$ cat config.mk
export PLATFORM = sky130hd
export DESIGN_NAME = key_led_ctrl
export DESIGN_NICKNAME = d
export VERILOG_FILES = /design/src/rtl/key_led_ctrl.sv
export SDC_FILE = /design/constraint.sdc
export NUM_CORES = 1
export LEC_CHECK = 0
export ABC_AREA = 1
export CAP_MARGIN = 20
export CORE_MARGIN = 2
export CORE_UTILIZATION = 47
export DETAILED_ROUTE_END_ITERATION = 12
export HOLD_SLACK_MARGIN = 0.08
export PLACE_DENSITY_LB_ADDON = 0.1
export SETUP_SLACK_MARGIN = 0.4
export SLEW_MARGIN = 25
export SYNTH_ARGS = -nofsm -noshare
export SYNTH_HDL_FRONTEND = slang
export SYNTH_SLANG_ARGS = --single-unit
$ cat constraint.sdc
create_clock -name sys_clk -period 2.8 [get_ports sys_clk]
set_input_delay 0.42 -clock sys_clk [delete_from_list [all_inputs] [get_ports sys_clk]]
set_output_delay 0.42 -clock sys_clk [all_outputs]
set_load 0.03 [all_outputs]
$ cat src/rtl/key_led_ctrl.sv
// key_led_ctrl: debounced push-button stepping an off/on/slow/fast LED mode machine
module key_led_ctrl #(
   parameter int CNT_DEBOUNCE = 1_000_000,
   parameter int CNT_SLOW     = 25_000_000,
   parameter int CNT_FAST     = 5_000_000
) (
   input  logic       sys_clk,
   input  logic       sys_rst_n,
   input  logic       key_in,
   output logic       led,
   output logic [1:0] mode,
   output logic       key_flag
);
   localparam int DW = $clog2(CNT_DEBOUNCE);
   localparam int BW = $clog2(CNT_SLOW);

   typedef enum logic [1:0] {OFF = 2'b00, ON = 2'b01, SLOW = 2'b10, FAST = 2'b11} mode_t;

   logic          key_s1, key_s2;
   logic [DW-1:0] cnt_db;
   logic [BW-1:0] cnt_bl, bl_max;
   logic          ph;
   mode_t         state, state_nx;

   assign mode   = state;
   assign bl_max = (state == FAST) ? BW'(CNT_FAST - 1) : BW'(CNT_SLOW - 1);

   // two-flop synchroniser; idles high so a released key never looks pressed
   always_ff @(posedge sys_clk or negedge sys_rst_n) begin
      if (!sys_rst_n) begin
         key_s1 <= 1'b1;
         key_s2 <= 1'b1;
      end else begin
         key_s1 <= key_in;
         key_s2 <= key_s1;
      end
   end

   // saturating low-time counter; the flag fires only on the step into saturation
   always_ff @(posedge sys_clk or negedge sys_rst_n) begin
      if (!sys_rst_n) begin
         cnt_db   <= '0;
         key_flag <= 1'b0;
      end else begin
         key_flag <= ~key_s2 & (cnt_db == DW'(CNT_DEBOUNCE - 2));
         if (key_s2) cnt_db <= '0;
         else if (cnt_db != DW'(CNT_DEBOUNCE - 1)) cnt_db <= cnt_db + 1'b1;
      end
   end

   // mode register
   always_ff @(posedge sys_clk or negedge sys_rst_n) begin
      if (!sys_rst_n) state <= OFF;
      else state <= state_nx;
   end

   // each accepted press steps to the next mode, wrapping FAST back to OFF
   always_comb begin
      state_nx = state;
      if (key_flag) state_nx = mode_t'(state + 2'd1);
   end

   // blink timer; a mode change restarts the phase high and overrides any wrap
   always_ff @(posedge sys_clk or negedge sys_rst_n) begin
      if (!sys_rst_n) begin
         cnt_bl <= '0;
         ph     <= 1'b0;
      end else if (key_flag) begin
         cnt_bl <= '0;
         ph     <= state_nx[1];
      end else if (state[1]) begin
         cnt_bl <= (cnt_bl == bl_max) ? '0 : cnt_bl + 1'b1;
         ph     <= (cnt_bl == bl_max) ? ~ph : ph;
      end else begin
         cnt_bl <= '0;
         ph     <= 1'b0;
      end
   end

   // registered LED drive: dark, lit, or following the blink phase
   always_ff @(posedge sys_clk or negedge sys_rst_n) begin
      if (!sys_rst_n) led <= 1'b0;
      else led <= (state == ON) | (state[1] & ph);
   end
endmodule

==> impl_metrics.json, run 1 <==
{
  "yosys_warnings": 0,
  "grt_first_pass_wirelength_um": 10900,
  "hp-class": "in -> async",
  "gp_congestion": 0.910,
  "row_count": 28,
  "end_kind": "output port",
  "drive_gt1_share_pct": 7.30,
  "hpwlAfterDp_um": 4580,
  "clk-insertion-delay-late_ns": 0.30,
  "drt-pass1-iter-count": 4,
  "die_y_um": 83.2,
  "grt_max_degree": 29,
  "relSlewSlack_pct": 58.6,
  "min_period_ns": 1.85,
  "route.vias.total": 2419,
  "max-vdd-ir-drop_mv": 0.238,
  "cts_tree": "built",
  "fmax_ghz": 0.539,
  "power_density_nw_per_um2": 388,
  "nFillCells": 583,
  "syn_to_final_growth_pct": 7.35,
  "place_worst_setup_slack_ns": 1.20,
  "start_kind": "flop",
  "drt-initial-drc-count": 96,
  "h-tree-depth": 2,
  "p_total_mw": 1.23,
  "overflow": 0,
  "cp_data_required_time_ns": 2.38,
  "synth-seq-cells": 52,
  "antenna_found_initial": 0,
  "period_share_pct": 66.2,
  "setup_violations": 0,
  "routed_wl_um": 6090,
  "synth.avg_cell_area_um2": 7.40,
  "crit_fanout": 5,
  "netlist_area_um2": 2950,
  "fp.dieW_um": 83.2,
  "drcViolationCount": 0,
  "drt-vias-per-instance": 4.98,
  "io-pin-count": 7,
  "crit_path_cell_trace": "clkdlybuf4s50_1",
  "io_buffers": 6,
  "critPathBufInv": 1,
  "cts_sinks": 52,
  "synth_cells": 398,
  "cts_hold_buf": 0,
  "drtAntennaViolNets": 0,
  "critPathKind": "reg -> out",
  "synth-seq-area-share_pct": 44.2,
  "finalMaxSlewViolations": 0,
  "grt_pass1_vias": 2478,
  "power.leakage_nw": 1.30,
  "cts_buffer_depth": 2,
  "synth_nets": 405,
  "hold_viol": 0,
  "clk_pin_slew_ns": 0.10,
  "nets": 417,
  "rsz0062_at_grt": "no",
  "drt-wirelength-per-cell_um": 12.5,
  "start_util_pct": 49.2,
  "drv_cap": 0,
  "crit_arrival_ns": 1.43,
  "status": "complete, no violations",
  "fin_skew_ns": 0.00687,
  "clockRootBuffer": "clkbuf_8",
  "track_usage_pct": 19.0,
  "die_area_um2": 6920,
  "setup_tns_ns": 0,
  "ctsResizeCount": 0,
  "cpMaxStageDelayCell": "clkdlybuf4s50_1",
  "dp.cells": 478,
  "worstMarginPinSlew_ns": 0.621,
  "slowest_delay_ns": 0.70,
  "utilization_pct": 52.8,
  "setup_ws_ns": 0.946,
  "cts_buffers": 5,
  "cp_top_family": "buffers and inverters",
  "coreArea_um2": 5990,
  "diodes": 0,
  "synth.distinct_cells": 27,
  "fin_cells": 486,
  "post_cts_buffers": 0
}
[state kept, by name, summed over array words and instances, names as in the netlist]
signal and cells:
ph 1, key_s2 1, key_s1 1, cnt_bl 25, led 1, mode 2, key_flag 1, cnt_db 20
[synthesized netlist by cell type]
library cell	n	area, um2
xor2_1	13	114
ha_1	4	50.1
nand2_2	3	18.8
xnor2_1	5	43.8
nand3_2	1	10.0
nand4_1	9	56.3
nor2_2	4	25.0
a21o_1	1	7.51
a21oi_1	7	35.0
inv_1	44	165
nand3_1	31	155
dfstp_2	2	52.6
a31oi_1	1	6.26
o22ai_1	1	6.26
or2_2	4	25.0
nor3b_1	1	7.51
nor2_4	4	45.0
clkbuf_8	1	13.8
nand3b_1	2	15.0
nor3_2	1	10.0
dfrtp_1	50	1250
nand2_4	1	11.3
nand2_1	100	375
buf_6	2	22.5
nor2_1	85	319
nor3_1	12	60.1
o21ai_0	9	45.0
[cells in the final DEF (no fill, tap or decap), types with 2 or more instances in the layout]
cell / synthesis / final
a21oi_1: 7 / 7
buf_4: 0 / 2
clkbuf_8: 1 / 5
clkdlybuf4s50_1: 0 / 5
dfrtp_1: 50 / 50
dfstp_2: 2 / 2
ha_1: 4 / 4
inv_1: 44 / 44
nand2_1: 100 / 100
nand2_2: 3 / 3
nand3_1: 31 / 31
nand3b_1: 2 / 2
nand4_1: 9 / 9
nor2_1: 85 / 85
nor2_2: 4 / 4
nor2_4: 4 / 4
nor3_1: 12 / 12
o21ai_0: 9 / 9
or2_2: 4 / 4
xnor2_1: 5 / 5
xor2_1: 13 / 13
[metrics by stage]
stage	hold WS [ns]	cell area, um2
6_report	0.117	3160
5_1_grt	0.172	3160
4_1_cts	0.129	3160
3_5_place_dp	0.348	3070
3_3_place_gp	0.348	3070
2_1_floorplan	0.124	2950
[cell type report]
| class | instances | area [um2] | area share (%) |
|---|---|---|---|
| multi-input combinational | 299 | 1440 | 45.6 |
| sequential | 52 | 1300 | 41.2 |
| inverter | 44 | 165 | 5.22 |
| tap | 75 | 93.8 | 2.97 |
| clock buffer | 6 | 72.6 | 2.29 |
| timing repair buffer | 8 | 70.1 | 2.22 |
| clock inverter | 2 | 16.3 | 0.514 |
[cell families (layout without fill, tap and decap cells)]
| group | count (synthesis) | count (layout) | share of synthesized area (%) |
|---|---|---|---|
| compound gates | 19 | 19 | 3.40 |
| flops | 52 | 52 | 44.2 |
| simple gates | 258 | 258 | 38.5 |
| xor+xnor | 18 | 18 | 5.35 |
| fa+ha+maj | 4 | 4 | 1.70 |
| buf+inv | 47 | 60 | 6.84 |
[routing by layer]
metal / wire [um] / global-route usage (%) / part of all wire, %
met4: 144 / 6.71 / 2.4
met1: 2820 / 23.6 / 46
met3: 178 / 3.08 / 2.9
met5: 0 / 0 / 0
met2: 2940 / 33.4 / 48
[report_power, final]
group | internal (mW) | switching [mW]
Clock | 0.178 | 0.252
Combinational | 0.00954 | 0.0256
Sequential | 0.756 | 0.00491
Total | 0.944 | 0.283
[path summary, 6_finish.rpt]
path,end,depth (start not counted),start,slack (ns)
worst max-delay path,key_flag,1,key_flag,0.95
worst min-delay path,cnt_bl[21],1,sys_rst_n,0.12
worst max register to register,cnt_db[18],8,cnt_db[1],1.19
worst min register to register,key_s2,0,key_s1,0.36
max in group asynchronous,key_s1,2,sys_rst_n,2.00
min in group sys_clk,key_s2,0,key_s1,0.36
Note: power is estimated with default switching activity, not from simulation.
==> run 2: changes to the inputs <==
clock period = 1.6 ns   (was 2.8 ns; I/O delays follow)
==> run 2 against run 1 <==
Against the previous run: largest power group unchanged; sequential power up 76%; die area stayed put; worst hold slack improved by 0.22 ns; clock power rose by 72%; non-clock buffer count is 52 higher; global-route usage increased by 4.1 points; largest cell class unchanged; wire length increased by 32%.
==> impl_metrics.json, run 2 (synthesis results as in run 1) <==
{
  "status": "complete, no violations",
  "route.vias.total": 2915,
  "setup_tns_ns": 0,
  "overflow": 0,
  "routed_wl_um": 8060,
  "io_buffers": 6,
  "hpwlAfterDp_um": 4860,
  "finalInstanceArea_um2": 4150,
  "cpMaxStageDelayCell": "dfrtp_1",
  "diodes": 0,
  "utilization_pct": 69.2,
  "end_kind": "flop",
  "p_total_mw": 2.19,
  "die_y_um": 83.2,
  "mostFrequentLayoutCell": "nand2_1",
  "max-vdd-ir-drop_mv": 0.353,
  "drt-initial-drc-count": 151,
  "start_util_pct": 49.2,
  "relSlewSlack_pct": 79.7,
  "setup_violations": 0,
  "mostFrequentLayoutCells": "nand2_1, nor2_1, dfrtp_1",
  "hp-class": "in -> async",
  "whs_ns": 0.333,
  "grt_first_pass_wirelength_um": 13300,
  "cts_buffers": 5,
  "grt_max_degree": 29,
  "crit_fanout": 4,
  "track_usage_pct": 23.1,
  "power.leakage_nw": 1.70,
  "drt-vias-per-instance": 5.39,
  "hold_viol": 0,
  "min_period_ns": 1.49,
  "cts_sinks": 52,
  "clk_pin_slew_ns": 0.10,
  "dp.cells": 487,
  "grt_pass1_vias": 2981,
  "io-pin-count": 7,
  "drt-wirelength-per-cell_um": 14.9,
  "gp_congestion": 0.869,
  "place_worst_setup_slack_ns": 0.0578,
  "row_count": 28,
  "nets": 472,
  "drt-pass1-iter-count": 4,
  "coreArea_um2": 5990,
  "critPathBufInv": 1,
  "dpl_cell_area_um2": 3200,
  "rsz0062_at_grt": "yes",
  "fin_cells": 541,
  "worstMarginPinSlew_ns": 0.303,
  "critPathKind": "reg -> reg",
  "cp_data_required_time_ns": 1.80,
  "cts_tree": "built",
  "drive_gt1_share_pct": 41.8,
  "finalMaxSlewViolations": 0,
  "antenna_found_initial": 0,
  "drtAntennaViolNets": 0,
  "fp.dieW_um": 83.2,
  "largest_reg_flops": 25,
  "power_density_nw_per_um2": 528,
  "die_area_um2": 6920,
  "h-tree-depth": 2,
  "multi_input_area_um2": 1940,
  "cp_top_family": "simple AND/OR/NAND/NOR gates",
  "crit_arrival_ns": 1.68,
  "drcViolationCount": 0,
  "seq_area_um2": 1320,
  "crit_path_cell_trace": "ha_2, nand2_2, nor2_4, nand2_4, buf_4, nor2_4, xnor2_2, nor2_2",
  "fmax_ghz": 0.672,
  "fin_skew_ns": 0.0169,
  "clk-insertion-delay-late_ns": 0.30,
  "slowest_delay_ns": 0.37,
  "nFillCells": 445,
  "drv_cap": 0,
  "period_share_pct": 93.0,
  "cts_buffer_depth": 2,
  "start_kind": "flop",
  "worst_path_most_repeated_cell": "nor2_4",
  "top_register": "cnt_bl",
  "setup_ws_ns": 0.112,
  "syn_to_final_growth_pct": 40.7,
  "clockRootBuffer": "clkbuf_8"
}
run 2: repair_timing:
action / 4_1_cts / 5_1_grt
buffers inserted: 23 / 19
hold buffers: 1 / 0
gates resized for setup: 112 / 53
hold endpoints to repair: 9 / 0
pin swaps: 26 / 22
endpoints found under the setup margin: 49 / 50
cloned: 3 / 0
run 2: final cells by class:
cell class / instances / share of cell area [%]
clock buffers: 6 / 1.75
clock inverters: 2 / 0.302
inverters: 44 / 4.16
multi-input cells: 302 / 46.9
flip-flops and latches: 52 / 31.7
well taps: 75 / 2.26
repair buffers: 60 / 12.9
run 2: where the power goes:
part	internal (mW)	switching [mW]	total, mW
clock	0.307	0.432	0.740
sequential	1.32	0.0136	1.34
combinational	0.0474	0.0657	0.113
run 2: per-layer routing:
metal  track usage, %  vias up  share of wire (%)
li1                 -     1394                  -
met1             26.9     1406                 40
met2             41.8       85                 53
met3             3.68       30                3.6
met4             10.1        0                4.0
met5                0        -                  0
run 2: worst paths after layout:
kind / from / to / slack (ns) / depth (start not counted)
worst min-delay path: sys_rst_n / cnt_bl[9] / 0.33 / 2
max in group asynchronous: sys_rst_n / key_s1 / 0.68 / 3
min in group sys_clk: key_in / key_s1 / 0.35 / 1
worst min register to register: key_s1 / key_s2 / 0.36 / 0
worst max register to register: cnt_bl[0] / cnt_bl[14] / 0.11 / 8
worst max-delay path: cnt_bl[0] / cnt_bl[14] / 0.11 / 8
